### config.mk
export PLATFORM = sky130hd
export DESIGN_NAME = uart_rx_fifo_flat
export DESIGN_NICKNAME = d
export VERILOG_FILES = /design/src/rtl/uart_rx_fifo_if.sv /design/src/rtl/uart_rx_fifo.sv /design/src/flat_wrapper.sv
export SDC_FILE = /design/constraint.sdc
export NUM_CORES = 1
export LEC_CHECK = 0
export ABC_AREA = 1
export BUFFER_PORTS_ARGS = -buffer_cell sky130_fd_sc_hd__buf_2
export CAP_MARGIN = 0
export CORE_AREA = 2 2 135 137
export CTS_CLUSTER_SIZE = 30
export DETAILED_ROUTE_END_ITERATION = 12
export DIE_AREA = 0 0 137 139
export GPL_TIMING_DRIVEN = 0
export PLACE_DENSITY_LB_ADDON = 0.15
export SLEW_MARGIN = 10
export SYNTH_ARGS = -nofsm -noshare
export SYNTH_HDL_FRONTEND = slang
export SYNTH_SLANG_ARGS = --single-unit
### constraint.sdc
create_clock -name clk -period 2.3 [get_ports clk]
set_input_delay 0.46 -clock clk [delete_from_list [all_inputs] [get_ports clk]]
set_output_delay 0.46 -clock clk [all_outputs]
set_load 0.05 [all_outputs]
### src/rtl/uart_rx_fifo_if.sv
// Read port of the UART receive FIFO: first-word fall-through valid/ready.
// The receiver drives the master side; the register logic uses the slave side.
interface uart_rx_fifo_if;
  logic [7:0] rdata;
  logic       rvalid;
  logic       rready;

  modport master (output rdata, output rvalid, input rready);
  modport slave  (input rdata, input rvalid, output rready);
endinterface

### src/rtl/uart_rx_fifo.sv
// 8N1 UART receiver with 16x oversampling feeding a small byte FIFO.
// Define UART_RX_PARITY_EN to add a parity bit, the parity_odd input and the parity_err pulse.
module uart_rx_fifo #(
  parameter int unsigned FIFO_DEPTH   = 8,
  parameter int unsigned CLKDIV_WIDTH = 16,
  parameter int unsigned SYNC_STAGES  = 2
) (
  input  logic                          clk,
  input  logic                          rst,
  input  logic                          rx_in,
  input  logic [CLKDIV_WIDTH-1:0]       clkdiv,
  input  logic                          rx_enable,
  uart_rx_fifo_if.master                rd,
  output logic [$clog2(FIFO_DEPTH):0]   fifo_count,
  output logic                          busy,
  output logic                          frame_err,
  output logic                          overflow,
  input  logic                          overflow_clr
`ifdef UART_RX_PARITY_EN
  ,
  input  logic                          parity_odd,
  output logic                          parity_err
`endif
);

  localparam int unsigned AW = $clog2(FIFO_DEPTH);
  localparam int unsigned CW = AW + 1;
  localparam logic [CW-1:0] DEPTH_C = CW'(FIFO_DEPTH);

`ifdef UART_RX_PARITY_EN
  typedef enum logic [2:0] {IDLE, START, DATA, PARITY, STOP, BREAK_WAIT} state_t;
`else
  typedef enum logic [2:0] {IDLE, START, DATA, STOP, BREAK_WAIT} state_t;
`endif

  // Input synchroniser and edge history
  logic [SYNC_STAGES-1:0] sync_q;
  logic                   rx_prev_q;
  logic                   rx_s;

  assign rx_s = sync_q[SYNC_STAGES-1];

  always_ff @(posedge clk) begin
    if (rst) begin
      sync_q    <= '1;
      rx_prev_q <= 1'b1;
    end else begin
      sync_q    <= {sync_q[SYNC_STAGES-2:0], rx_in};
      rx_prev_q <= rx_s;
    end
  end

  // Receiver datapath and FSM state
  state_t                  state_q, state_d;
  logic [CLKDIV_WIDTH-1:0] tick_cnt_q, tick_cnt_d;
  logic [CLKDIV_WIDTH-1:0] div_q, div_d;
  logic [3:0]              s_q, s_d;
  logic [2:0]              b_q, b_d;
  logic [7:0]              shift_q, shift_d;
  logic                    push_q, push_d;
  logic                    frame_err_q, frame_err_d;
  logic                    tick, samp, wrap;
`ifdef UART_RX_PARITY_EN
  logic                    par_bad_q, par_bad_d;
  logic                    parity_err_q, parity_err_d;
`endif

  // The divisor is latched at each reload so a clkdiv change only lands on the next tick period
  assign tick = (tick_cnt_q == div_q);
  assign samp = tick && (s_q == 4'd7);
  assign wrap = tick && (s_q == 4'd15);

  always_comb begin
    state_d     = state_q;
    tick_cnt_d  = tick_cnt_q;
    div_d       = div_q;
    s_d         = s_q;
    b_d         = b_q;
    shift_d     = shift_q;
    push_d      = 1'b0;
    frame_err_d = 1'b0;
`ifdef UART_RX_PARITY_EN
    par_bad_d    = par_bad_q;
    parity_err_d = 1'b0;
`endif

    if (state_q == IDLE) begin
      tick_cnt_d = '0;
      div_d      = clkdiv;
      s_d        = '0;
    end else if (tick) begin
      tick_cnt_d = '0;
      div_d      = clkdiv;
      s_d        = s_q + 4'd1;
    end else begin
      tick_cnt_d = tick_cnt_q + 1'b1;
    end

    case (state_q)
      IDLE: begin
        if (rx_enable && rx_prev_q && !rx_s) begin
          state_d = START;
        end
      end
      // Start is validated mid-bit; DATA is entered when s wraps so every later
      // s=7 sample lands mid-bit as well
      START: begin
        if (samp && rx_s) begin
          state_d = IDLE;
        end else if (wrap) begin
          state_d = DATA;
          b_d     = '0;
        end
      end
      DATA: begin
        if (samp) begin
          shift_d = {rx_s, shift_q[7:1]};
        end
        if (wrap) begin
          if (b_q == 3'd7) begin
`ifdef UART_RX_PARITY_EN
            state_d = PARITY;
`else
            state_d = STOP;
`endif
          end else begin
            b_d = b_q + 3'd1;
          end
        end
      end
`ifdef UART_RX_PARITY_EN
      PARITY: begin
        if (samp) begin
          par_bad_d = rx_s ^ (^shift_q) ^ parity_odd;
        end
        if (wrap) begin
          state_d = STOP;
        end
      end
`endif
      STOP: begin
        if (samp) begin
          frame_err_d = !rx_s;
          state_d     = rx_s ? IDLE : BREAK_WAIT;
`ifdef UART_RX_PARITY_EN
          parity_err_d = par_bad_q;
          push_d       = rx_s && !par_bad_q;
`else
          push_d       = rx_s;
`endif
        end
      end
      BREAK_WAIT: begin
        if (rx_s) begin
          state_d = IDLE;
        end
      end
      default: state_d = IDLE;
    endcase

    if (!rx_enable) begin
      state_d     = IDLE;
      push_d      = 1'b0;
      frame_err_d = 1'b0;
`ifdef UART_RX_PARITY_EN
      parity_err_d = 1'b0;
`endif
    end
  end

  always_ff @(posedge clk) begin
    if (rst) begin
      state_q     <= IDLE;
      tick_cnt_q  <= '0;
      div_q       <= '0;
      s_q         <= '0;
      b_q         <= '0;
      shift_q     <= '0;
      push_q      <= 1'b0;
      frame_err_q <= 1'b0;
`ifdef UART_RX_PARITY_EN
      par_bad_q    <= 1'b0;
      parity_err_q <= 1'b0;
`endif
    end else begin
      state_q     <= state_d;
      tick_cnt_q  <= tick_cnt_d;
      div_q       <= div_d;
      s_q         <= s_d;
      b_q         <= b_d;
      shift_q     <= shift_d;
      push_q      <= push_d;
      frame_err_q <= frame_err_d;
`ifdef UART_RX_PARITY_EN
      par_bad_q    <= par_bad_d;
      parity_err_q <= parity_err_d;
`endif
    end
  end

  assign busy      = (state_q != IDLE);
  assign frame_err = frame_err_q;
`ifdef UART_RX_PARITY_EN
  assign parity_err = parity_err_q;
`endif

  // Byte FIFO; the pushed byte is still held in shift_q the cycle after the stop sample
  logic [7:0]    mem_q [FIFO_DEPTH];
  logic [AW-1:0] wr_ptr_q, wr_ptr_d;
  logic [AW-1:0] rd_ptr_q, rd_ptr_d;
  logic [CW-1:0] count_q, count_d;
  logic          ovf_q, ovf_d;
  logic          fifo_full, fifo_rd, fifo_wr, ovf_evt, rvalid;

  assign rvalid    = (count_q != '0);
  assign fifo_full = (count_q == DEPTH_C);
  assign fifo_rd   = rvalid && rd.rready;
  assign fifo_wr   = push_q && (!fifo_full || fifo_rd);
  assign ovf_evt   = push_q && fifo_full && !fifo_rd;

  always_comb begin
    wr_ptr_d = wr_ptr_q;
    rd_ptr_d = rd_ptr_q;
    count_d  = count_q;
    ovf_d    = ovf_q;
    if (fifo_wr) begin
      wr_ptr_d = wr_ptr_q + 1'b1;
    end
    if (fifo_rd) begin
      rd_ptr_d = rd_ptr_q + 1'b1;
    end
    if (fifo_wr && !fifo_rd) begin
      count_d = count_q + 1'b1;
    end else if (!fifo_wr && fifo_rd) begin
      count_d = count_q - 1'b1;
    end
    if (ovf_evt) begin
      ovf_d = 1'b1;
    end else if (overflow_clr) begin
      ovf_d = 1'b0;
    end
  end

  always_ff @(posedge clk) begin
    if (rst) begin
      wr_ptr_q <= '0;
      rd_ptr_q <= '0;
      count_q  <= '0;
      ovf_q    <= 1'b0;
    end else begin
      wr_ptr_q <= wr_ptr_d;
      rd_ptr_q <= rd_ptr_d;
      count_q  <= count_d;
      ovf_q    <= ovf_d;
    end
  end

  always_ff @(posedge clk) begin
    if (fifo_wr) begin
      mem_q[wr_ptr_q] <= shift_q;
    end
  end

  assign rd.rdata   = rvalid ? mem_q[rd_ptr_q] : '0;
  assign rd.rvalid  = rvalid;
  assign fifo_count = count_q;
  assign overflow   = ovf_q;

endmodule
### src/flat_wrapper.sv
// flat-port wrapper written by rule: the top's interface ports become plain ports
module uart_rx_fifo_flat 
#(
  parameter int unsigned FIFO_DEPTH   = 8,
  parameter int unsigned CLKDIV_WIDTH = 16,
  parameter int unsigned SYNC_STAGES  = 2
)
  (clk, rst, rx_in, clkdiv, rx_enable, fifo_count, busy, frame_err, overflow, overflow_clr, rd_rdata, rd_rvalid, rd_rready);
  uart_rx_fifo_if rd_i ();
  input  logic clk;
  input  logic rst;
  input  logic rx_in;
  input  logic [CLKDIV_WIDTH-1:0] clkdiv;
  input  logic rx_enable;
  output logic [$clog2(FIFO_DEPTH):0] fifo_count;
  output logic busy;
  output logic frame_err;
  output logic overflow;
  input  logic overflow_clr;
  output wire logic [$bits(rd_i.rdata)-1:0] rd_rdata;
  output wire logic [$bits(rd_i.rvalid)-1:0] rd_rvalid;
  input wire logic [$bits(rd_i.rready)-1:0] rd_rready;
  assign rd_rdata = rd_i.rdata;
  assign rd_rvalid = rd_i.rvalid;
  assign rd_i.rready = rd_rready;
  uart_rx_fifo #(.FIFO_DEPTH(FIFO_DEPTH), .CLKDIV_WIDTH(CLKDIV_WIDTH), .SYNC_STAGES(SYNC_STAGES)) u_core (.clk(clk), .rst(rst), .rx_in(rx_in), .clkdiv(clkdiv), .rx_enable(rx_enable), .rd(rd_i), .fifo_count(fifo_count), .busy(busy), .frame_err(frame_err), .overflow(overflow), .overflow_clr(overflow_clr));
endmodule
---- Word-level counts from Yosys, hierarchy flattened ----
Memory sizes are Yosys's and may differ from the RTL's. A register that Yosys moved wholly into a read port is not among the register bits.
Index checks and enable logic that the tools add are counted.
storage, ports and cells
  register bits after elaboration ......... 66
  memory bits (writable) .................. 64
  input port bits ......................... 22
  output and inout port bits .............. 16
  word-level logic and storage cells ...... 98
  memories ................................ 1
cells by class
  add/subtract/negate cells ............... 7
  equal/unequal tests ..................... 18
  muxes and demuxes ....................... 25
  bitwise gates (word level) .............. 3
  reductions and logical operators ........ 30
memory list
  memory        words  width  rd ports  clocked after memory_dff  write ports  line                 text
  u_core.mem_q  8      8      1         1                         1            uart_rx_fifo.sv:208  logic [7:0] mem_q [FIFO_DEPTH];
operator list
  kind                   count
  $mux 3                 14
  $mux 16                2
  $add 16x1->16 const B  1
  $eq 16x16->1           1
  $pmux 3 s5             1
  $logic_and 1x1->1      11
  $ne 2x1->1 const B     5
  $add 3x1->3 const B    3
  $add 4x1->4 const B    2
  $eq 4x4->1 const B     2
  $mux 4                 2
  $mux 8                 1
  $reduce_bool 2->1      4
  $eq 3x2->1 const B     2
  $eq 3x3->1 const B     2
  $ne 2x2->1 const B     3
  $pmux 3 s2             1
  $reduce_and 6->1       1
  $reduce_and 5->1       1
  $eq 4x3->1 const B     1
  $logic_not 1->1        4
  $mux 1                 4
  $reduce_bool 4->1      1
  $reduce_or 2->1        2
  10 further kinds       12

---- Longest topological paths before layout ----
  word-level depth ........................ 8
  mapped depth ............................ 15
  depth with buffers taken out ............ 15

---- Least setup slack after synthesis ----
OpenSTA, ideal clock, no wires.
  path type ............................... register to output
  start point ............................. reg u_core.count_q[0] (netlist: u_core.fifo_count[0])
  end point ............................... out rd_rdata[0]
  data arrival time ....................... 2.351 ns
  required time ........................... 1.840 ns
  setup slack ............................. -0.511 ns
  stages on the path, launching flop included .. 7
  buffers on the path ..................... 0
  path through ............................ dfxtp_1 nor2_1 nand2_1 nor2_1 inv_1 o21ai_0 a31oi_1
on the way
  word-level cells in the longest chain between the ends .. 2
ends and longest elaborated chain
  what                    line                 text
  from (decl)             uart_rx_fifo.sv:211  logic [CW-1:0] count_q, count_d;
  from (signal assigned)  uart_rx_fifo.sv:253  count_q <= count_d;
  $reduce_bool 4->1       uart_rx_fifo.sv:215  assign rvalid = (count_q != '0);
  named net rd_rvalid     flat_wrapper.sv:21   output wire logic [$bits(rd_i.rvalid)-1:0] rd_rvalid;
  $mux 8                  uart_rx_fifo.sv:264  assign rd.rdata = rvalid ? mem_q[rd_ptr_q] : '0;
  to (decl)               flat_wrapper.sv:20   output wire logic [$bits(rd_i.rdata)-1:0] rd_rdata;
The timed path passes the listed nets, and every way through them passes these cells.

==> out/metrics.yaml <==
num_antenna_cells: 0
synthArstFlopShare: 0
crit_chain: "buf_8, buf_4, o21ai_0, o22ai_1, o21ai_1, a31oi_2, buf_6"
rsz0062_at_grt: "true"
ios: 38
arrival_ps: 1780
ff2ff_path_depth: 14
ys_ff_latch: 133
dieArea_um2: 19000
dp_slack_ps: -198
setup_viol: 0
cts.sinks: 133
drtPass1Iterations: 4
netlist_instances: 655
gp_congestion: 0.825
critPathTopFamily: "compound AO/OA/AOI/OAI gates"
cp_max_fo: 6
synth_cell_types: 37
fin_nets: 751
synth_top_family_by_area: "simple AND/OR/NAND/NOR gates"
grt_max_degree: 17
finalMaxSlewViolations: 0
crit_path_top_delay_cell: "dfxtp_4"
syn_area_um2: 5860
cp.buffers_inverters: 3
fmax_mhz: 446
synth_area_per_cell_um2: 8.95
worstPathRequired_ps: 1840
synth_ff_type: "dfxtp_1"
setup_ws_ps: 57.9
grt_pass1_vias: 4407
p_leak_nw: 2.79
yosysTopAreaCell: "edfxtp_1"
numCtsBuffers: 17
clockBufferDepth: 2
start_util: 0.332
drt_wl_total_um: 13900
grt_usage: 0.154
grt-ovfl-total: 0
rows: 49
coreArea_um2: 17700
status: "completed"
final_antenna_net_count: 0
drive_above_1_share: 0.253
synth_xor_area_frac: 0.0179
antenna_found_initial: 0
synth_fa_ha_area_frac: 0.0226
slew_headroom: 0.387
crit_type: "flop to primary output"
synth_compound_area_frac: 0.118
holdWs_ps: 247
min_period_over_period: 0.975
vias: 4591
syn_nets: 687
viasPerCell: 4.78
die-height_um: 139
synth_area_leaders: "edfxtp_1, dfxtp_1, nor2_1, nand2_1, o21ai_0"
cap_violations: 0
num-fill-cells: 1749
wire_per_inst_um: 14.5
crit_cells: 7
ir_drop_mv: 0.775
power_density_nw_per_um2: 1190
crit_path_end_kind: "primary output"
synth_top_area_frac: 0.328
fin_skew_ps: 10.3
die_w_um: 137
synth_simple_gate_area_share: 0.213
start_kind: "flop"
min_period_ps: 2240
port_buffers: 37
finalHoldViolCount: 0
htree_num_levels: 4
area_growth_pct: 26.7
root_buffer: "clkbuf_16"
post-route-drc-count: 0
drt_iter0_markers: 205
clkTransAtPathRegs_ps: 60
insertion_delay_ps: 420
synth_edf_count: 64
synth_mux_area_frac: 0
yosysWarnings: 0
hpwl_um: 9660
tightest_slew_ps: 916
cpPeakStageDelay_ps: 410
grt_pass1_wl_um: 22500
hold_class: "primary input to flop"
cts_tree: "done"
ys_seq_area_frac: 0.564
min_delay_path_depth: 2
==> sequential cells by signal, summed over array words and instances, names as in the netlist, named ones only <==
register / count
u_core.b_q: 3
u_core.div_q: 16
u_core.fifo_count: 4
u_core.frame_err: 1
u_core.mem_q: 64
u_core.overflow: 1
u_core.push_q: 1
u_core.rd_ptr_q: 3
u_core.rx_prev_q: 1
u_core.s_q: 4
u_core.shift_q: 8
u_core.state_q: 3
u_core.sync_q: 2
u_core.tick_cnt_q: 16
u_core.wr_ptr_q: 3
==> repair_timing <==
action,CTS,global route
cloned,0,1
setup endpoints to repair,9,33
hold buffers,0,0
buffers inserted,3,4
pin swaps,4,17
resized for setup,57,45
==> path summary, 6_finish.rpt <==
path,from,slack [ps],endpoint
setup / recovery,flop,60,rd_rdata[1]
hold / removal,rx_in,250,u_core.sync_q[0]
setup reg to reg,u_core.fifo_count[0],80,u_core.fifo_count[3]
hold reg to reg,u_core.sync_q[0],410,u_core.sync_q[1]
==> kinds of logic after synthesis <==
logic type | Yosys count
and+or+nand+nor | 282
DFF | 133
AOI/OAI and AO/OA | 123
buffers and inverters | 95
xor gates and xnor gates | 12
adders and majority gates | 10
==> per-layer routing <==
layer | global-route usage | routed length [um] | part of all wire
met3 | 0.0391 | 487 | 0.035
met2 | 0.250 | 6630 | 0.48
met1 | 0.200 | 6600 | 0.47
met5 | 0 | 0 | 0
met4 | 0.0521 | 202 | 0.015
==> cell type report <==
cell class	instances	area, um^2	share of cell area
sequential	133	3330	0.448
multi-input combinational	427	2370	0.319
clock buffer	17	425	0.0573
timing repair buffer	45	338	0.0455
inverter	76	300	0.0404
tap	229	287	0.0386
clock inverter	15	226	0.0305
buffer	19	160	0.0216
==> cells in the final DEF, fill, tap and decap left out, types with 7 or more instances in the layout <==
cell and n:
a31oi_2 8, nor3_1 18, nand2_1 89, dfxtp_1 63, nand4_1 11, a21oi_1 20
ha_1 7, xor2_1 9, nor2_4 7, nor2_1 111, nand3_1 14, clkbuf_16 18
o21ai_2 8, o21ai_0 43, edfxtp_1 64, o21ai_1 21, inv_2 18, a21oi_2 10
nor2_2 9, buf_6 11, inv_1 54, buf_2 32
==> report_power, final <==
group / leakage, nW / switching (W) / internal (W)
Clock: 0.318 / 0.00104 / 0.00193
Combinational: 1.38 / 0.00199 / 0.00116
Sequential: 1.09 / 0.000145 / 0.00259
==> synth_stat cells, drive strengths merged, types with 11 or more instances <==
cell type,instances
a21oi,31
edfxtp,64
dfxtp,69
nand4,11
clkbuf,14
inv,75
nor3,21
o21ai,72
nand3,16
nor2,127
nand2,95
==> through the flow <==
step	TNS [ps]	cells	cell area (um^2)	power (W)	utilization
final	0	961	7430	0.00886	0.421
after global routing	-75.4	961	7430	0.00929	0.421
after CTS	0	956	7250	0.00858	0.410
after detailed placement	-774	921	6420	0.00521	0.363
after global placement	-771	921	6420	0.00519	0.363
after floorplan	0	655	5940	0.00457	-
Power figures use the tool's default switching activity.
